### src/rtl/irq_pkg.sv
// Shared definitions for the interrupt source controller: register window
// indices, MODE bit encodings and TIMER_CTRL bit positions.
package irq_pkg;

  localparam int NUM_IRQ_DEFAULT = 16;
  localparam int BUS_AW = 4;
  localparam int BUS_DW = 32;

  typedef enum logic [3:0] {
    REG_ENABLE      = 4'd0,
    REG_MODE        = 4'd1,
    REG_PENDING     = 4'd2,
    REG_INSERVICE   = 4'd3,
    REG_EOI         = 4'd4,
    REG_OVF         = 4'd5,
    REG_SWTRIG      = 4'd6,
    REG_TIMER_LOAD  = 4'd7,
    REG_TIMER_COUNT = 4'd8,
    REG_TIMER_CTRL  = 4'd9
  } reg_idx_e;

  localparam logic MODE_EDGE  = 1'b0;
  localparam logic MODE_LEVEL = 1'b1;

  localparam int TCTRL_EN_BIT  = 0;
  localparam int TCTRL_PER_BIT = 1;

endpackage

### src/rtl/irq_source_ctrl_if.sv
// Register-window bus between a software master and the interrupt source
// controller; read data is registered by the slave.
interface irq_source_ctrl_if;
  import irq_pkg::*;

  logic              bus_we;
  logic              bus_re;
  logic [BUS_AW-1:0] bus_addr;
  logic [BUS_DW-1:0] bus_wdata;
  logic [BUS_DW-1:0] bus_rdata;

  modport master (
    output bus_we, bus_re, bus_addr, bus_wdata,
    input  bus_rdata
  );

  modport slave (
    input  bus_we, bus_re, bus_addr, bus_wdata,
    output bus_rdata
  );

endinterface

### src/rtl/irq_sync_edge.sv
// Multi-flop synchronizer for one asynchronous request line, plus a
// rising-edge detector on the synchronized value.
module irq_sync_edge #(
  parameter int SYNC_STAGES = 2
) (
  input  logic clk,
  input  logic rst,
  input  logic din,
  output logic sync,
  output logic rise
);

  logic [SYNC_STAGES-1:0] chain;
  logic                   prev;

  always_ff @(posedge clk) begin
    if (rst) begin
      chain <= '0;
      prev  <= 1'b0;
    end else begin
      chain <= {chain[SYNC_STAGES-2:0], din};
      prev  <= chain[SYNC_STAGES-1];
    end
  end

  assign sync = chain[SYNC_STAGES-1];
  assign rise = sync & ~prev;

endmodule

### src/rtl/irq_source_ctrl.sv
// Interrupt source controller: qualifies synchronized request lines into
// PENDING and delivers one-cycle pulses. Optional line-0 timer: IRQ_TIMER_EN.
module irq_source_ctrl
  import irq_pkg::*;
#(
  parameter int NUM_IRQ     = NUM_IRQ_DEFAULT,
  parameter int SYNC_STAGES = 2
) (
  input  logic               clk,
  input  logic               rst,
  input  logic               clk_en,
  input  logic [NUM_IRQ-1:0] irq_in,
  irq_source_ctrl_if.slave   bus,
  output logic [NUM_IRQ-1:0] interrupts
);

  logic [NUM_IRQ-1:0] enable, mode, pending, inservice, ovf;
  logic [NUM_IRQ-1:0] sync_s, sync_rise;
  logic [NUM_IRQ-1:0] is_level, edge_src, level_src;
  logic [NUM_IRQ-1:0] sw_ev, edge_ev, level_ev, deliver;
  logic [NUM_IRQ-1:0] wbits;
  logic               wr_enable, wr_mode, wr_eoi, wr_ovf, wr_swtrig;
  logic [BUS_DW-1:0]  rdata_mux;
  logic               unused_bits;

`ifdef IRQ_TIMER_EN
  logic [31:0] timer_load, timer_count;
  logic        timer_on, timer_per, timer_fire;
  logic        wr_tload, wr_tctrl;
`endif

  for (genvar g = 0; g < NUM_IRQ; g++) begin : g_sync
    irq_sync_edge #(.SYNC_STAGES(SYNC_STAGES)) u_sync (
      .clk  (clk),
      .rst  (rst),
      .din  (irq_in[g]),
      .sync (sync_s[g]),
      .rise (sync_rise[g])
    );
  end

  assign wbits     = bus.bus_wdata[NUM_IRQ-1:0];
  assign wr_enable = bus.bus_we && (bus.bus_addr == REG_ENABLE);
  assign wr_mode   = bus.bus_we && (bus.bus_addr == REG_MODE);
  assign wr_eoi    = bus.bus_we && (bus.bus_addr == REG_EOI);
  assign wr_ovf    = bus.bus_we && (bus.bus_addr == REG_OVF);
  assign wr_swtrig = bus.bus_we && (bus.bus_addr == REG_SWTRIG);

  // Line 0 becomes an edge-type timer source when the timer is built in
  always_comb begin
    for (int i = 0; i < NUM_IRQ; i++) is_level[i] = (mode[i] == MODE_LEVEL);
    edge_src  = sync_rise;
    level_src = sync_s;
`ifdef IRQ_TIMER_EN
    is_level[0]  = 1'b0;
    edge_src[0]  = timer_fire;
    level_src[0] = 1'b0;
`endif
  end

  assign sw_ev    = wr_swtrig ? wbits : '0;
  assign edge_ev  = (edge_src & ~is_level) | sw_ev;
  assign level_ev = level_src & is_level & ~inservice;
  assign deliver  = clk_en ? (pending & enable & ~inservice) : '0;

  // New events override the delivery clear, so a same-cycle event re-pends
  always_ff @(posedge clk) begin
    if (rst) begin
      enable     <= '0;
      mode       <= '0;
      pending    <= '0;
      inservice  <= '0;
      ovf        <= '0;
      interrupts <= '0;
    end else begin
      if (wr_enable) enable <= wbits;
      if (wr_mode)   mode   <= wbits;
      pending    <= (pending & ~deliver) | edge_ev | level_ev;
      inservice  <= (inservice & ~(wr_eoi ? wbits : '0)) | (deliver & is_level);
      ovf        <= (ovf & ~(wr_ovf ? wbits : '0)) | (edge_ev & pending & ~deliver);
      interrupts <= deliver;
    end
  end

`ifdef IRQ_TIMER_EN
  assign wr_tload   = bus.bus_we && (bus.bus_addr == REG_TIMER_LOAD);
  assign wr_tctrl   = bus.bus_we && (bus.bus_addr == REG_TIMER_CTRL);
  assign timer_fire = timer_on && clk_en && (timer_count == '0) && !wr_tctrl;

  // A TIMER_CTRL write takes precedence over counting in the same cycle
  always_ff @(posedge clk) begin
    if (rst) begin
      timer_load  <= '0;
      timer_count <= '0;
      timer_on    <= 1'b0;
      timer_per   <= 1'b0;
    end else begin
      if (wr_tload) timer_load <= bus.bus_wdata;
      if (wr_tctrl) begin
        timer_on  <= bus.bus_wdata[TCTRL_EN_BIT];
        timer_per <= bus.bus_wdata[TCTRL_PER_BIT];
        if (bus.bus_wdata[TCTRL_EN_BIT]) timer_count <= timer_load;
      end else if (timer_on && clk_en) begin
        if (timer_count == '0) begin
          if (timer_per) timer_count <= timer_load;
          else           timer_on    <= 1'b0;
        end else begin
          timer_count <= timer_count - 32'd1;
        end
      end
    end
  end
`endif

  always_comb begin
    rdata_mux = '0;
    case (bus.bus_addr)
      REG_ENABLE:      rdata_mux[NUM_IRQ-1:0] = enable;
      REG_MODE:        rdata_mux[NUM_IRQ-1:0] = mode;
      REG_PENDING:     rdata_mux[NUM_IRQ-1:0] = pending;
      REG_INSERVICE:   rdata_mux[NUM_IRQ-1:0] = inservice;
      REG_OVF:         rdata_mux[NUM_IRQ-1:0] = ovf;
`ifdef IRQ_TIMER_EN
      REG_TIMER_LOAD:  rdata_mux = timer_load;
      REG_TIMER_COUNT: rdata_mux = timer_count;
      REG_TIMER_CTRL: begin
        rdata_mux[TCTRL_EN_BIT]  = timer_on;
        rdata_mux[TCTRL_PER_BIT] = timer_per;
      end
`endif
      default:         rdata_mux = '0;
    endcase
  end

  always_ff @(posedge clk) begin
    if (rst)             bus.bus_rdata <= '0;
    else if (bus.bus_re) bus.bus_rdata <= rdata_mux;
  end

  assign unused_bits = ^{bus.bus_wdata, sync_s, sync_rise};

endmodule

### src/flat_wrapper.sv
// flat-port wrapper written by rule: the top's interface ports become plain ports
module irq_source_ctrl_flat import irq_pkg::*;
#(
  parameter int NUM_IRQ     = NUM_IRQ_DEFAULT,
  parameter int SYNC_STAGES = 2
)
  (clk, rst, clk_en, irq_in, interrupts, bus_bus_we, bus_bus_re, bus_bus_addr, bus_bus_wdata, bus_bus_rdata);
  irq_source_ctrl_if bus_i ();
  input  logic clk;
  input  logic rst;
  input  logic clk_en;
  input  logic [NUM_IRQ-1:0] irq_in;
  output logic [NUM_IRQ-1:0] interrupts;
  input wire logic [$bits(bus_i.bus_we)-1:0] bus_bus_we;
  input wire logic [$bits(bus_i.bus_re)-1:0] bus_bus_re;
  input wire logic [$bits(bus_i.bus_addr)-1:0] bus_bus_addr;
  input wire logic [$bits(bus_i.bus_wdata)-1:0] bus_bus_wdata;
  output wire logic [$bits(bus_i.bus_rdata)-1:0] bus_bus_rdata;
  assign bus_i.bus_we = bus_bus_we;
  assign bus_i.bus_re = bus_bus_re;
  assign bus_i.bus_addr = bus_bus_addr;
  assign bus_i.bus_wdata = bus_bus_wdata;
  assign bus_bus_rdata = bus_i.bus_rdata;
  irq_source_ctrl #(.NUM_IRQ(NUM_IRQ), .SYNC_STAGES(SYNC_STAGES)) u_core (.clk(clk), .rst(rst), .clk_en(clk_en), .irq_in(irq_in), .bus(bus_i), .interrupts(interrupts));
endmodule
### config.mk
export PLATFORM = sky130hd
export DESIGN_NAME = irq_source_ctrl_flat
export DESIGN_NICKNAME = d
export VERILOG_FILES = /design/src/rtl/irq_pkg.sv /design/src/rtl/irq_source_ctrl_if.sv /design/src/rtl/irq_sync_edge.sv /design/src/rtl/irq_source_ctrl.sv /design/src/flat_wrapper.sv
export SDC_FILE = /design/constraint.sdc
export NUM_CORES = 1
export LEC_CHECK = 0
export ABC_AREA = 1
export ABC_CLOCK_PERIOD_IN_PS = 1410
export CORE_UTILIZATION = 35
export CTS_BUF_LIST = sky130_fd_sc_hd__clkbuf_8 sky130_fd_sc_hd__clkbuf_16
export DETAILED_ROUTE_END_ITERATION = 10
export MAX_ROUTING_LAYER = met4
export PLACE_DENSITY = 0.56
export SYNTH_ARGS = -nofsm -noshare
export SYNTH_HDL_FRONTEND = slang
export SYNTH_SLANG_ARGS = --single-unit
export TNS_END_PERCENT = 5
### constraint.sdc
create_clock -name clk -period 1.41 [get_ports clk]
set_clock_uncertainty 0.2 [all_clocks]
set_input_delay 0.282 -clock clk [delete_from_list [all_inputs] [get_ports clk]]
set_output_delay 0.282 -clock clk [all_outputs]
set_load 0.03 [all_outputs]
==> key figures <==
Placed design
  • DP Wirelength: 11500 um
  • Port Buf Inserts: 72
  • GP Congestion: 0.836
  • Placed Cells: 1201

Critical path
  • R2R Setup Slk: 0.11 ns
  • Req. time, crit path: 0.93 ns
  • CP max-delay cell: dfxtp_4
  • R2R depth: 4
  • Worst R2R End: u_core.inservice[4]
  • CP max FO: 2
  • CP bufs+invs: 1
  • Crit path DAT: 0.93 ns
  • CP endpoint kind: output pin
  • R2r startpoint: u_core.enable[4]
  • CP top delay family: flip-flops
  • Crit path cell chain: buf_12
  • Worst setup SP type: flip-flop
  • Setup CP Type: reg2out
  • Critical path depth: 1
  • Largest stage delay, worst path: 0.39 ns

Hold path
  • Hold endpoint: u_core.g_sync[15].u_sync.chain[0]
  • Worst min path class: in2reg
  • Worst hold start: irq_in[15]
  • Hold path depth: 3

Outcome
  • Status: finished with violations
  • Violations in the final reports: DRC, setup timing

Layout
  • Ant. Diodes: 0
  • Layout cells sized above 1: 0.170
  • Util after Layout: 0.483
  • Non-Filler Instances: 1240
  • Nets: 1058
  • Filler cells: 1779
  • Synthesis-to-finish area growth: 34.1%

Timing
  • Fmax: 706 MHz
  • Min Tclk post-route: 1.42 ns
  • Final period util: 1.00
  • Final Setup Violations: 2
  • RSZ-0062 raised after global routing: yes
  • Worst setup margin: -0.00605 ns
  • Hold Violations, Final: 0
  • Max-slew violation count: 0

Global route
  • GRT overflow: 0
  • Vias in the first global route: 5558
  • Initial antenna violation count: 0
  • Gr usage total: 0.201
  • Largest net degree at the start of global routing: 42
  • First-pass GRT wire length: 29200 um

Routing
  • Post-route DRC: 18
  • Drt first pass iters: 8
  • DR WL/cell: 14.4 um
  • Routed WL: 17800 um
  • Total number of vias: 5848
  • Via density: 4.72
  • Antenna viol nets, final: 0
  • Initial DRC count: 400

Pwr
  • Total Power: 10.2 mW
  • VDD IR-drop max: 0.000861 V
  • Pwr Density: 1160 nW/um^2
  • P_leak: 3.61 nW

Yosys
  • Post-synth EDFFs: 0
  • Top FF cell, synth: dfxtp_1
  • Mapped cell area: 6510 sq um
  • Most numerous cell in the Yosys netlist: dfxtp_1
  • Yosys warns: 0
  • Synthesized area per cell: 7.28 sq um
  • Synth Instances: 894
  • #FFs+latches synth: 160
  • Post-synth ARST share: 0
  • Synth unique cells: 19
  • Area leader, netlist: dfxtp_1
  • Post-synth top cells: 160 x dfxtp_1, 133 x inv_1, 116 x nand2_1
  • Ranking of synthesized cells by area: dfxtp_1 49%, inv_1 7.7%, a21oi_1 7.2%
  • Seq/Total Area, Yosys: 0.492
  • Share of the synthesized area in the top cell type: 0.492

Floorplanning
  • Die Height: 138 um
  • Initial core utilization: 0.360
  • Core Area: 18100 sq um
  • Row count: 49
  • Die area: 19100 sq um
  • Die width: 138 um
  • I/O pins: 105

Clock tree
  • CTS buffer count: 17
  • Max clock buf depth: 2
  • Clock-pin slew on the worst setup and hold paths: 0.06 ns
  • Clk root buf: clkbuf_16
  • CTS tree: done
  • Clk sinks: 160
  • Clk_lat worst skew: 0.43 ns
  • CTS HTree Levels: 4

Run
  • Max Cap Violations: 0
[worst register-to-register path: stages (launching register included)]
cell and delay, ns:
dfxtp_1 0.33, inv_1 0.08, nor4_1 0.41, nand2_1 0.09, a21oi_1 0.13
[worst max path at each step]
stage                                    end                      from  slack [ns]
finish                     bus_bus_rdata[11]  u_core.bus.bus_rdata[11]      -0.006
global route            u_core.inservice[15]                    clk_en       -0.09
floorplan               u_core.inservice[10]           bus_bus_addr[1]      -0.006
CTS                        bus_bus_rdata[11]  u_core.bus.bus_rdata[11]       -0.03
global placement     u_core.bus.bus_rdata[7]           bus_bus_addr[2]       -0.94
detailed placement  u_core.bus.bus_rdata[14]           bus_bus_addr[2]        -1.0
[registers in the layout, summed over array words and instances, names as in the netlist]
| signal | cells |
|---|---|
| u_core.enable | 16 |
| u_core.interrupts | 16 |
| u_core.pending | 16 |
| u_core.is_level | 16 |
| u_core.inservice | 16 |
| u_core.g_sync.u_sync.chain | 32 |
| u_core.bus.bus_rdata | 16 |
| u_core.ovf | 16 |
| u_core.g_sync.u_sync.prev | 16 |
[logic make-up (layout without fill, tap and decap cells)]
family          count (synthesis)  in the layout  share of synthesized area
simple gates                  350            350                      0.231
other cells                     1             16                   0.000576
compound gates                192            192                      0.154
buf+inv                       191            293                      0.122
flops                         160            160                      0.492
[power breakdown]
part           total [mW]  internal, mW  switching, mW
clock                4.63          2.87           1.76
sequential           4.69          4.63         0.0584
combinational       0.857         0.336          0.522
total                10.2          7.83           2.34
[through the flow]
step | area (sq um) | setup slack [ns] | hold slack (ns) | TNS [ns]
finish | 8730 | -0.00605 | 0.163 | -0.0103
global route | 8730 | -0.0855 | 0.177 | -0.733
CTS | 8580 | -0.0297 | 0.149 | -0.105
detailed placement | 7690 | -0.999 | 0.193 | -69.69
global placement | 7690 | -0.935 | 0.190 | -67.88
floorplan | 6570 | -0.00637 | 0.188 | -0.0627
[layout make-up]
class	count	area (sq um)	area share
Inverter	133	499	0.0572
Tap cell	229	287	0.0328
Clock inverter	9	119	0.0136
Clock buffer	20	467	0.0535
Multi-Input combinational cell	558	2750	0.315
Timing Repair Buffer	131	1370	0.157
Sequential cell	160	3240	0.371
[layout by cell type (no fill, tap or decap), types with 2 or more instances in the layout]
| cell | instances |
|---|---|
| o21ai_0 | 48 |
| clkbuf_8 | 3 |
| dfxtp_2 | 11 |
| o21ai_1 | 24 |
| nor4_2 | 11 |
| nand3_2 | 3 |
| clkbuf_2 | 2 |
| dfxtp_4 | 6 |
| o21bai_1 | 16 |
| a21oi_1 | 93 |
| clkbuf_16 | 17 |
| clkdlybuf4s50_1 | 34 |
| nor2_4 | 6 |
| o21ai_2 | 9 |
| inv_1 | 133 |
| inv_2 | 3 |
| buf_6 | 27 |
| dfxtp_1 | 143 |
| dlygate4sd2_1 | 3 |
| nor2_1 | 111 |
| nand2_1 | 116 |
| nor4_1 | 4 |
| buf_4 | 48 |
| buf_8 | 2 |
| nor3_1 | 32 |
| bufinv_16 | 3 |
| nand3_1 | 64 |
| nand3_4 | 2 |
| conb_1 | 16 |
| buf_12 | 13 |
| clkinv_2 | 2 |
[layer usage]
layer	global-route usage	wire, um
met5	-	0
met4	0.0710	352
met3	0.0391	922
met2	0.311	8040
met1	0.261	8530
[timing repair]
| action | 4_1_cts | 5_1_grt |
|---|---|---|
| endpoints found under the hold margin | 2 | 0 |
| gates resized for setup | 70 | 52 |
| cloned | 1 | 0 |
| setup buffers | 7 | 1 |
| setup endpoints to repair | 113 | 108 |
| hold buffers | 1 | 0 |
| pin swaps | 6 | 2 |
Power figures use the tool's default switching activity.
